**src/rtl/fifo_channel_monitor.sv**
```systemverilog
// fifo_channel_monitor: shadow-occupancy checker for a FIFO bank; FIFO_CHANNEL_MONITOR_SVA_EN adds assertions
module fifo_channel_monitor #(
  parameter int CHANNELS  = 4,
  parameter int DEPTH     = 32,
  parameter int PTR_W     = $clog2(DEPTH),
  parameter int ERR_CNT_W = 8,
  parameter int CH_W      = (CHANNELS > 1) ? $clog2(CHANNELS) : 1
) (
  input  logic                          clk,
  input  logic                          reset_n,
  input  logic [CHANNELS-1:0]           write_en,
  input  logic [CHANNELS-1:0]           read_en,
  input  logic [CHANNELS-1:0]           full,
  input  logic [CHANNELS-1:0]           empty,
  input  logic [CHANNELS*(PTR_W+1)-1:0] count,
  input  logic                          clear,
  output logic [CHANNELS-1:0]           err_overflow,
  output logic [CHANNELS-1:0]           err_underflow,
  output logic [CHANNELS-1:0]           err_mismatch,
  output logic                          err_any,
  output logic [CHANNELS*(PTR_W+1)-1:0] high_water,
  output logic [ERR_CNT_W-1:0]          err_count,
  output logic                          first_err_valid,
  output logic [CH_W-1:0]               first_err_chan,
  output logic [1:0]                    first_err_code
);
  localparam int W = PTR_W + 1;
  localparam logic [W-1:0] FULL_V = W'(DEPTH);
  localparam logic [W-1:0] ONE = W'(1);
  logic rst_q;
  logic [CHANNELS-1:0] ovf, unf, mis;
  logic any_v;
  logic [CH_W-1:0] f_chan;
  logic [1:0] f_code;
  // reset asserts immediately and is released on a clock edge
  always_ff @(posedge clk or negedge reset_n)
    if (!reset_n) rst_q <= 1'b0;
    else rst_q <= 1'b1;
  for (genvar g = 0; g < CHANNELS; g++) begin : g_ch
    logic [W-1:0] sh, hw, sh_nx, cnt;
    logic wa, ra;
    assign cnt = count[g*W +: W];
    assign wa = write_en[g] && sh != FULL_V;
    assign ra = read_en[g] && sh != '0;
    assign sh_nx = (wa && !ra) ? sh + ONE : (ra && !wa) ? sh - ONE : sh;
    assign ovf[g] = write_en[g] && full[g];
    assign unf[g] = read_en[g] && empty[g];
    assign mis[g] = cnt != sh || cnt > FULL_V || full[g] != (sh == FULL_V) || empty[g] != (sh == '0);
    assign high_water[g*W +: W] = hw;
    // shadow occupancy and high-water mark; clear reloads the mark from the current occupancy
    always_ff @(posedge clk or negedge rst_q)
      if (!rst_q) begin
        sh <= '0;
        hw <= '0;
      end else begin
        sh <= sh_nx;
        hw <= clear ? sh : (sh_nx > hw) ? sh_nx : hw;
      end
`ifdef FIFO_CHANNEL_MONITOR_SVA_EN
    a_ovf: assert property (@(posedge clk) disable iff (!reset_n) !ovf[g]) else $error("overflow on channel %0d", g);
    a_unf: assert property (@(posedge clk) disable iff (!reset_n) !unf[g]) else $error("underflow on channel %0d", g);
    a_mis: assert property (@(posedge clk) disable iff (!reset_n) !mis[g]) else $error("status mismatch on channel %0d", g);
    a_cnt: assert property (@(posedge clk) disable iff (!reset_n) cnt <= FULL_V) else $error("count above depth on channel %0d", g);
`else
`endif
  end
  assign any_v = |{ovf, unf, mis};
  assign err_any = |{err_overflow, err_underflow, err_mismatch};
  // lowest violating channel wins; within a channel overflow beats underflow beats mismatch
  always_comb begin
    f_chan = '0;
    f_code = '0;
    for (int i = CHANNELS - 1; i >= 0; i--)
      if (ovf[i] || unf[i] || mis[i]) begin
        f_chan = CH_W'(i);
        f_code = ovf[i] ? 2'd1 : unf[i] ? 2'd2 : 2'd3;
      end
  end
  // sticky flags, saturating event counter and first-error capture; a new violation beats clear
  always_ff @(posedge clk or negedge rst_q)
    if (!rst_q) begin
      err_overflow    <= '0;
      err_underflow   <= '0;
      err_mismatch    <= '0;
      err_count       <= '0;
      first_err_valid <= 1'b0;
      first_err_chan  <= '0;
      first_err_code  <= '0;
    end else begin
      err_overflow    <= (clear ? '0 : err_overflow) | ovf;
      err_underflow   <= (clear ? '0 : err_underflow) | unf;
      err_mismatch    <= (clear ? '0 : err_mismatch) | mis;
      err_count       <= clear ? ERR_CNT_W'(any_v) : (any_v && ~&err_count) ? err_count + ERR_CNT_W'(1) : err_count;
      first_err_valid <= (first_err_valid && !clear) || any_v;
      if (clear || !first_err_valid) begin
        first_err_chan <= f_chan;
        first_err_code <= f_code;
      end
    end
endmodule

```
**config.mk**
```make
export PLATFORM = sky130hd
export DESIGN_NAME = fifo_channel_monitor
export DESIGN_NICKNAME = d
export VERILOG_FILES = /design/src/rtl/fifo_channel_monitor.sv
export SDC_FILE = /design/constraint.sdc
export NUM_CORES = 1
export LEC_CHECK = 0
export BUFFER_PORTS_ARGS = -buffer_cell sky130_fd_sc_hd__buf_2
export CORE_MARGIN = 2
export CORE_UTILIZATION = 40
export DETAILED_ROUTE_END_ITERATION = 10
export GPL_ROUTABILITY_DRIVEN = 0
export MAX_ROUTING_LAYER = met4
export PLACE_DENSITY = 0.66
export SLEW_MARGIN = 20
export SYNTH_ARGS = -nofsm -noshare
export SYNTH_HDL_FRONTEND = slang
export SYNTH_SLANG_ARGS = --single-unit
```
**constraint.sdc**
```tcl
create_clock -name clk -period 2.7 [get_ports clk]
set_clock_uncertainty 0.15 [all_clocks]
set_input_delay 0.27 -clock clk [delete_from_list [all_inputs] [get_ports clk]]
set_output_delay 0.27 -clock clk [all_outputs]
set_load 0.005 [all_outputs]
```
-- Word-level counts from Yosys, hierarchy flattened
Cells that the tools add are included.
- reduce and logical (&&, ||, !) cells: 75
- equal/unequal tests: 20
- magnitude comparators: 8
- multiplexer cells: 37
- $mul: 0
- shift operators: 0
- div/mod/pow operators: 0
- bitwise gates (word level): 3
- add/subtract/negate cells: 9
- operators with widths (operator ; count):
    6-bit 2-to-1 mux ; 16
    1-bit logical AND ; 26
    6-bit by 1-bit adder with 6-bit output (second input constant) ; 4
    6-bit == test (second input constant) ; 4
    6-bit > comparator ; 4
    6-bit > comparator (second input constant) ; 4
    6-bit zero test ; 4
    2-bit 2-to-1 mux ; 12
    6-bit != test ; 4
    6-bit != test (second input constant) ; 4
    6-bit nonzero test ; 4
    12-bit OR reduction ; 2
    6-bit by 1-bit subtractor with 6-bit output (second input constant) ; 4
    1-bit logical OR ; 22
    8-bit 2-to-1 mux ; 2
    4-bit 2-to-1 mux ; 3
    4-bit OR ; 3
    1-bit zero test ; 11
    2-bit nonzero test ; 5
    8-bit by 1-bit adder with 8-bit output (second input constant) ; 1
    1-bit != test ; 8
    8-bit AND reduction ; 1
    1-bit 2-to-1 mux ; 4
- latch bits: 0
- bits of input ports: 43
- memories: 0
- register bits after elaboration: 74
- memory bits (read-only): 0
- RAM bits: 0
- word-level logic and storage cells: 168

-- Logic depth before layout (Yosys ltp)
Gate-level depths: netlist (run 1).
- depth in word-level cells: 9
- gate-level depth with buffers: 18

-- Least setup slack after synthesis (run 1)
Ideal clock, no wire load.
- kind: reg2reg
- start: register g_ch[0].sh[1]
- end: register g_ch[0].hw[4]
- buffers on the path: 2
- data required time: 2.414 ns
- setup time: 0.136 ns
- arrival: 3.583 ns
- period minus slack after synthesis: 3.869 ns
- stages on the path, launching flop included: 17
- path slack: -1.169 ns
- path through: dfrtp_1 clkbuf_1 inv_1 ha_1 nor4b_1 nand2b_1 and4_1 a41oi_1 xnor2_1 ha_1 nand3_1 o21bai_1 a21oi_1 clkbuf_1 nand2_1 o22ai_1 a21oi_1
- longest elaborated chain between the ends: 8
- elaborated cells between the ends (all ways): 16
- those cells by class: 2 x add/sub; 1 x order compare; 1 x eq/ne; 4 x mux; 8 x reduce/logical
- ends and longest elaborated chain (what ; line ; source):
    from (decl) ; 40 ; logic [W-1:0] sh, hw, sh_nx, cnt;
    from (signal assigned) ; 56 ; sh <= sh_nx;
    branches (longest 5 deep; another with 6-bit by 1-bit subtractor with 6-bit output) ; n/a ;
    6-bit 2-to-1 mux * ; 45 ; assign sh_nx = (wa && !ra) ? sh + ONE : (ra && !wa) ? sh - ONE : sh;
    via g_ch[0].sh_nx[4] ; 40 ;
    6-bit > comparator or 6-bit 2-to-1 mux (tied branches) ; 57 ; hw <= clear ? sh : (sh_nx > hw) ? sh_nx : hw;
    2-bit nonzero test (no source line) or 6-bit 2-to-1 mux (tied branches) ; n/a ;
    to (signal assigned) ; 57 ;
    to (decl) ; 40 ;
Mark *: on every way through the listed nets, which the timed path passes. The select of a mux whose other input is x is not followed.
A chain may end at the register's enable or synchronous reset.

-- Worst setup path in the final report (run 1)
- start: register g_ch[0].sh[0]
- end: register g_ch[0].hw[2]
- longest elaborated chain between the ends: 8
- elaborated cells between the ends (all ways): 16
- those cells by class: 2 x add/sub; 1 x order compare; 1 x eq/ne; 4 x mux; 8 x reduce/logical
- ends and longest elaborated chain (what ; line):
    branches (longest 5 deep; another with 6-bit by 1-bit subtractor with 6-bit output) ; n/a
    6-bit 2-to-1 mux * ; 45
    via g_ch[0].sh_nx[5] ; 40
    6-bit > comparator * ; 57
    2-bit nonzero test (no source line) * ; n/a
Marks and branches as above.

==> results of run 1 <==
-- through the flow --
step	area, sq um	util [%]
after global placement	6770	53.2
after CTS	7560	59.4
final	7790	61.2
after global routing	7790	61.2
after floorplan	5530	-
after detailed placement	6770	53.2
-- cells in the final DEF, fill, tap and decap left out, types with 7 or more instances in the layout --
cell / Yosys / routed
buf_4: 1 / 127
buf_2: 3 / 92
dfrtp_1: 74 / 73
nand2_1: 64 / 60
inv_1: 48 / 40
ha_1: 37 / 32
nor2_1: 40 / 31
nand3_1: 34 / 30
a21oi_1: 42 / 25
o21ai_1: 0 / 22
xor2_1: 22 / 21
xnor2_1: 18 / 17
nand4_1: 15 / 15
buf_6: 2 / 14
a21oi_2: 0 / 13
mux2i_1: 15 / 13
o21ai_0: 36 / 12
nor3_1: 12 / 11
o22ai_1: 14 / 10
clkbuf_16: 0 / 9
nor2_4: 0 / 8
nand2b_1: 7 / 7
a31oi_1: 7 / 7
o21a_1: 7 / 7
-- final cells by class --
| class | instances | area (sq um) | share of cell area (%) |
|---|---|---|---|
| multi-input combinational | 467 | 3570 | 45.8 |
| sequential | 74 | 1850 | 23.8 |
| timing repair buffer | 237 | 1650 | 21.2 |
| clock buffer | 13 | 270 | 3.47 |
| tap | 172 | 215 | 2.76 |
| inverter | 49 | 191 | 2.46 |
| clock inverter | 2 | 35.0 | 0.450 |
-- cell families (layout without fill, tap and decap cells) --
group | after synthesis | count (layout)
buffers and inverters | 88 | 301
other | 1 | 1
flip-flops | 74 | 74
multiplexers | 16 | 16
adder cells (fa/ha/maj) | 37 | 37
XOR/XNOR | 40 | 40
AND/OR/NAND/NOR | 221 | 221
AO/OA/AOI/OAI | 150 | 152
-- layer usage --
| metal | wire length [microns] | global-route usage, % | part of all wire, % |
|---|---|---|---|
| met5 | 0 | - | 0 |
| met3 | 948 | 3.19 | 5.6 |
| met1 | 7210 | 30.4 | 42 |
| met4 | 497 | 9.75 | 2.9 |
| met2 | 8360 | 39.7 | 49 |
-- worst max path at each step --
stage	end	slack (ns)	cells past startpoint
global route	g_ch[0].hw[0]$_DFFE_PN0P_	-0.91	14
floorplan	g_ch[0].hw[4]$_DFFE_PN0P_	-0.62	16
global placement	g_ch[1].hw[4]$_DFFE_PN0P_	-0.60	15
detailed placement	g_ch[1].hw[4]$_DFFE_PN0P_	-0.69	15
CTS	g_ch[0].hw[0]$_DFFE_PN0P_	-0.61	14
finish	g_ch[0].hw[2]$_DFFE_PN0P_	-0.85	15
-- flip-flops by register name, summed over array words and instances (netlist names) --
signal and cells:
first_err_chan 2, first_err_valid 1, err_underflow 4, err_count 8, rst_q 1, err_mismatch 4
err_overflow 4, g_ch.hw 24, first_err_code 2, g_ch.sh 24
-- report_power, final --
group | total [mW] | switching [mW] | internal (mW)
Combinational | 6.91 | 3.38 | 3.53
Clock | 1.24 | 0.455 | 0.785
Sequential | 1.84 | 0.334 | 1.51
-- what timing repair did --
action                                 in CTS  in global routing
hold buffers                                1                  0
gates cloned                                3                  1
setup endpoints to repair                  36                 38
buffers inserted                           32                 14
resized for setup                          50                 40
pin swaps                                  47                 54
endpoints found under the hold margin       1                  0
==> impl_metrics.tcl, run 1 <==
set metrics [dict create \
    cts_sinks 74 \
    peakVddDrop_v 0.000859 \
    synth.area.mux_share_pct 3.06 \
    min_period_over_period_pct 131 \
    hold_slack_ns 0.0818 \
    tightest_slew_ns 0.782 \
    fill_cells 1086 \
    synth.area.top_cells "dfrtp_1 (35%), ha_1 (8.8%), nand2_1 (4.6%), a21oi_1 (4.0%), xor2_1 (3.7%)" \
    die_height_microns 119 \
    numCtsBuffers 9 \
    synth_nets 707 \
    r2r_end "g_ch[0].hw[2]$_DFFE_PN0P_" \
    viasPerCell 5.52 \
    fin_ws_ns -0.848 \
    r2r_start "g_ch[0].sh[0]$_DFF_PN0_" \
    status "finished, violations left" \
    grt_antenna_before_repair 0 \
    grt_pass1_vias 5583 \
    grt_first_pass_wirelength_mm 27.1 \
    rsz0062_at_grt "yes" \
    die_width_microns 119 \
    synthAdderAreaFrac_pct 8.79 \
    yosysMostFrequentCell "dfrtp_1" \
    slowest_stage "or4b_4" \
    synth_top_area_share_pct 35.2 \
    synth_edf_count 0 \
    worst-path-buf-inv 2 \
    clk_path_buf_depth 2 \
    relSlewSlack_pct 47.7 \
    crit_fanout 5 \
    endpoint_kind "flop" \
    overflow 0 \
    clock-root-buffer "clkbuf_16" \
    htreeDepth 3 \
    cts_tree "done" \
    synth-async-reset-ratio_pct 100 \
    synth_compound_area_share_pct 18.1 \
    postSynthCellCount 627 \
    crit_top_cell "a21oi_4" \
    hp-class "input pin to async pin" \
    r2r_slack_ns -0.85 \
    p_leak_nw 3.67 \
    violations "setup timing" \
    max_stage_delay_ns 0.52 \
    ys_warn_count 0 \
    clk_pin_slew_worst_paths_ns 0.06 \
    die_area_sq_um 14100 \
    worstPathRequired_ns 2.75 \
    place_ws_ns -0.689 \
    insertion_delay_ns 0.34 \
    post_drt_wl_per_cell_microns 16.8 \
    maxCapViolCount 0 \
    yosys_most_used_dff "dfrtp_1" \
    rows 41 \
    critical_path.startpoint "g_ch[0].sh[0]$_DFF_PN0_" \
    cp_data_arrival_time_ns 3.60 \
    cp-start-kind "flop" \
    io_pins 93 \
    yosysSeqAreaShare_pct 35.2 \
    vias 5599 \
    ant_nets 0 \
    syn_area_per_cell_sq_um 8.40 \
    ys_ff_latch 74 \
    grt_max_degree 46 \
    firstDrtPassIters 5 \
    syn-cell-area_sq_um 5270 \
    total_power_mw 9.99 \
    synth_xor_xnor_area_share_pct 6.65 \
    track_usage_pct 24.3 \
    drive_gt1_share_pct 40.9 \
    hold_violations 0 \
    period_minus_slack_ns 3.55 \
    maxSlewViolCount 0 \
    wirelength_mm 17.0 \
    start_util_pct 41.4 \
    final_nets 918 \
    powerDensity_nw_per_um2 1280 \
    core_sq_um 12700 \
    syn_to_final_growth_pct 47.9 \
    portBuffers 92 \
    clock.fmax_mhz 282 \
    ys_types 62 \
    reg2reg_depth 15 \
    yosys.area.top_type "dfrtp_1" \
    synth_top_family_by_area "simple AND/OR/NAND/NOR gates" \
    drc 0 \
    synthSimpleGateAreaFrac_pct 21.5 \
    cp_cell_sequence "inv_2, ha_4, or4b_4, a21oi_4, nand4_1, o22a_1, xnor2_2, ha_1, nand3_2, o21bai_4, a21oi_4, buf_6, nor2_2, a21oi_1, o22ai_1" \
    critical-path-top-delay-family "compound AO/OA/AOI/OAI gates" \
    place.detailed.hpwl_mm 12.0 \
    antenna_cells 0 \
    setup_tns_ns -20.46 \
    instances_no_fill 1014 \
    dp_cells 955 \
    first_iter_violations 417 \
    setup_viol 36 \
    ys_top_cells_by_count "dfrtp_1 (74), nand2_1 (64), inv_1 (48)" \
    critPathKind "flop to flop" \
]
No activity file was read; power rests on OpenSTA's default activity.
==> run 2: changes to the inputs <==
--- a/config.mk
+++ b/config.mk
@@ -11,7 +11,6 @@
 export DETAILED_ROUTE_END_ITERATION = 10
 export GPL_ROUTABILITY_DRIVEN = 0
 export MAX_ROUTING_LAYER = met4
-export PLACE_DENSITY = 0.66
 export SLEW_MARGIN = 20
 export SYNTH_ARGS = -nofsm -noshare
 export SYNTH_HDL_FRONTEND = slang
==> run 2 against run 1 <==
The run still ends with setup timing left. Global-route usage decreased by 0.069 points. Maximum frequency rose by 6.2%. Register-to-register slack better by 0.21 ns. Flip-flop and latch count unchanged. Worst hold slack got worse by 0.0059 ns. Via count down 0.91%. Wire length down 1.4%. Highest routed layer unchanged.
==> impl_metrics.tcl, run 2 (same netlist as run 1, synthesis figures left out) <==
set metrics [dict create \
    status "finished, violations left" \
    violations "setup timing" \
    cp-start-kind "flop" \
    insertion_delay_ns 0.34 \
    instances_no_fill 1016 \
    htreeDepth 3 \
    powerDensity_nw_per_um2 1280 \
    final_cell_area_sq_um 7910 \
    portBuffers 92 \
    die_area_sq_um 14100 \
    largestRegisters "g_ch.hw x24, g_ch.sh x24, err_count x8" \
    worstPathRequired_ns 2.75 \
    placed_area_sq_um 6800 \
    place.detailed.hpwl_mm 11.9 \
    syn_to_final_growth_pct 50.2 \
    clock.fmax_mhz 299 \
    antenna_cells 0 \
    first_iter_violations 353 \
    clock-root-buffer "clkbuf_16" \
    min_period_over_period_pct 124 \
    dp_cells 957 \
    numCtsBuffers 9 \
    rows 41 \
    crit_fanout 5 \
    die_height_microns 119 \
    most-common-layout-cells "buf_4 (124), buf_2 (92), dfrtp_1 (73)" \
    rsz0062_at_grt "yes" \
    drc 0 \
    tightest_slew_ns 0.787 \
    setup_viol 36 \
    drive_gt1_share_pct 41.4 \
    fin_ws_ns -0.639 \
    relSlewSlack_pct 47.4 \
    firstDrtPassIters 4 \
    critPathKind "flop to flop" \
    cts_sinks 74 \
    final_nets 919 \
    hp-class "input pin to async pin" \
    die_width_microns 119 \
    p_leak_nw 3.71 \
    overflow 0 \
    hold_violations 0 \
    wirelength_mm 16.8 \
    clk_pin_slew_worst_paths_ns 0.06 \
    cts_tree "done" \
    track_usage_pct 24.2 \
    vias 5548 \
    cp_data_arrival_time_ns 3.39 \
    core_sq_um 12700 \
    setup_tns_ns -17.13 \
    grt_first_pass_wirelength_mm 26.7 \
    clk_path_buf_depth 2 \
    ant_nets 0 \
    start_util_pct 41.4 \
    post_drt_wl_per_cell_microns 16.5 \
    peakVddDrop_v 0.000734 \
    viasPerCell 5.46 \
    maxSlewViolCount 0 \
    grt_max_degree 57 \
    maxCapViolCount 0 \
    layout_commonest_cell "buf_4" \
    grt_antenna_before_repair 0 \
    period_minus_slack_ns 3.34 \
    grt_pass1_vias 5456 \
    total_power_mw 10.2 \
    endpoint_kind "flop" \
    io_pins 93 \
]
[run 2: area by class of cell]
type	count	area (sq um)
well taps	172	215
clock inverters	6	90.1
multi-input cells	467	3660
flip-flops and latches	74	1850
inverters	49	191
clock buffers	10	239
repair buffers	238	1660
fillers	1095	4810
[run 2: what timing repair did]
| action | 4_1_cts | 5_1_grt |
|---|---|---|
| setup endpoints to repair | 36 | 37 |
| endpoints found under the hold margin | 1 | 0 |
| resized for setup | 44 | 45 |
| hold buffers | 1 | 0 |
| cloned | 4 | 0 |
| setup buffers | 24 | 15 |
| pin swaps | 41 | 27 |
[run 2: stage by stage]
step	hold WS, ns	utilization, %	setup slack (ns)
after global routing	0.0858	62.2	-0.799
after floorplan	-0.176	-	-0.616
after global placement	-0.105	53.4	-0.679
final	0.0759	62.2	-0.639
after detailed placement	-0.101	53.4	-0.774
after CTS	0.0638	59.4	-0.622
[run 2: report_power, final]
part / switching [mW] / internal [mW]
Combinational: 3.41 / 3.58
Sequential: 0.323 / 1.51
Clock: 0.499 / 0.836
Total: 4.23 / 5.93
[run 2: metal layers]
| layer | share of wire (%) | GRT usage (%) | wire (microns) |
|---|---|---|---|
| met3 | 5.0 | 4.54 | 831 |
| met5 | 0 | - | 0 |
| met2 | 49 | 40.2 | 8230 |
| met1 | 44 | 30.2 | 7330 |
| met4 | 2.3 | 6.70 | 391 |
[run 2: final timing paths]
check / from / to / slack, ns / cells after the start
setup / recovery: g_ch[3].sh[1]$_DFF_PN0_ / g_ch[3].hw[5]$_DFFE_PN0P_ / -0.64 / 15
hold / removal: reset_n / rst_q$_DFF_PN0_ / 0.08 / 2
setup reg to reg: g_ch[3].sh[1]$_DFF_PN0_ / g_ch[3].hw[5]$_DFFE_PN0P_ / -0.64 / 15
hold reg to reg: rst_q$_DFF_PN0_ / err_count[0]$_DFFE_PN0P_ / 0.13 / 0
max in group asynchronous: rst_q$_DFF_PN0_ / g_ch[0].sh[4]$_DFF_PN0_ / 1.58 / 1
min in group clk: empty[2] / err_underflow[2]$_DFF_PN0_ / 0.12 / 3
[run 2: worst max-delay path: stages (launching register included)]
cell and delay, ns:
dfrtp_1 0.41, inv_4 0.08, ha_4 0.12, or4b_4 0.52, nand2_4 0.11, a21oi_2 0.07, a311oi_2 0.29, a21o_1 0.22
ha_4 0.21, nor2b_4 0.12, o21a_1 0.16, o21a_1 0.19, o21ai_4 0.17, a21oi_4 0.11, mux2i_1 0.19, o21ai_1 0.07
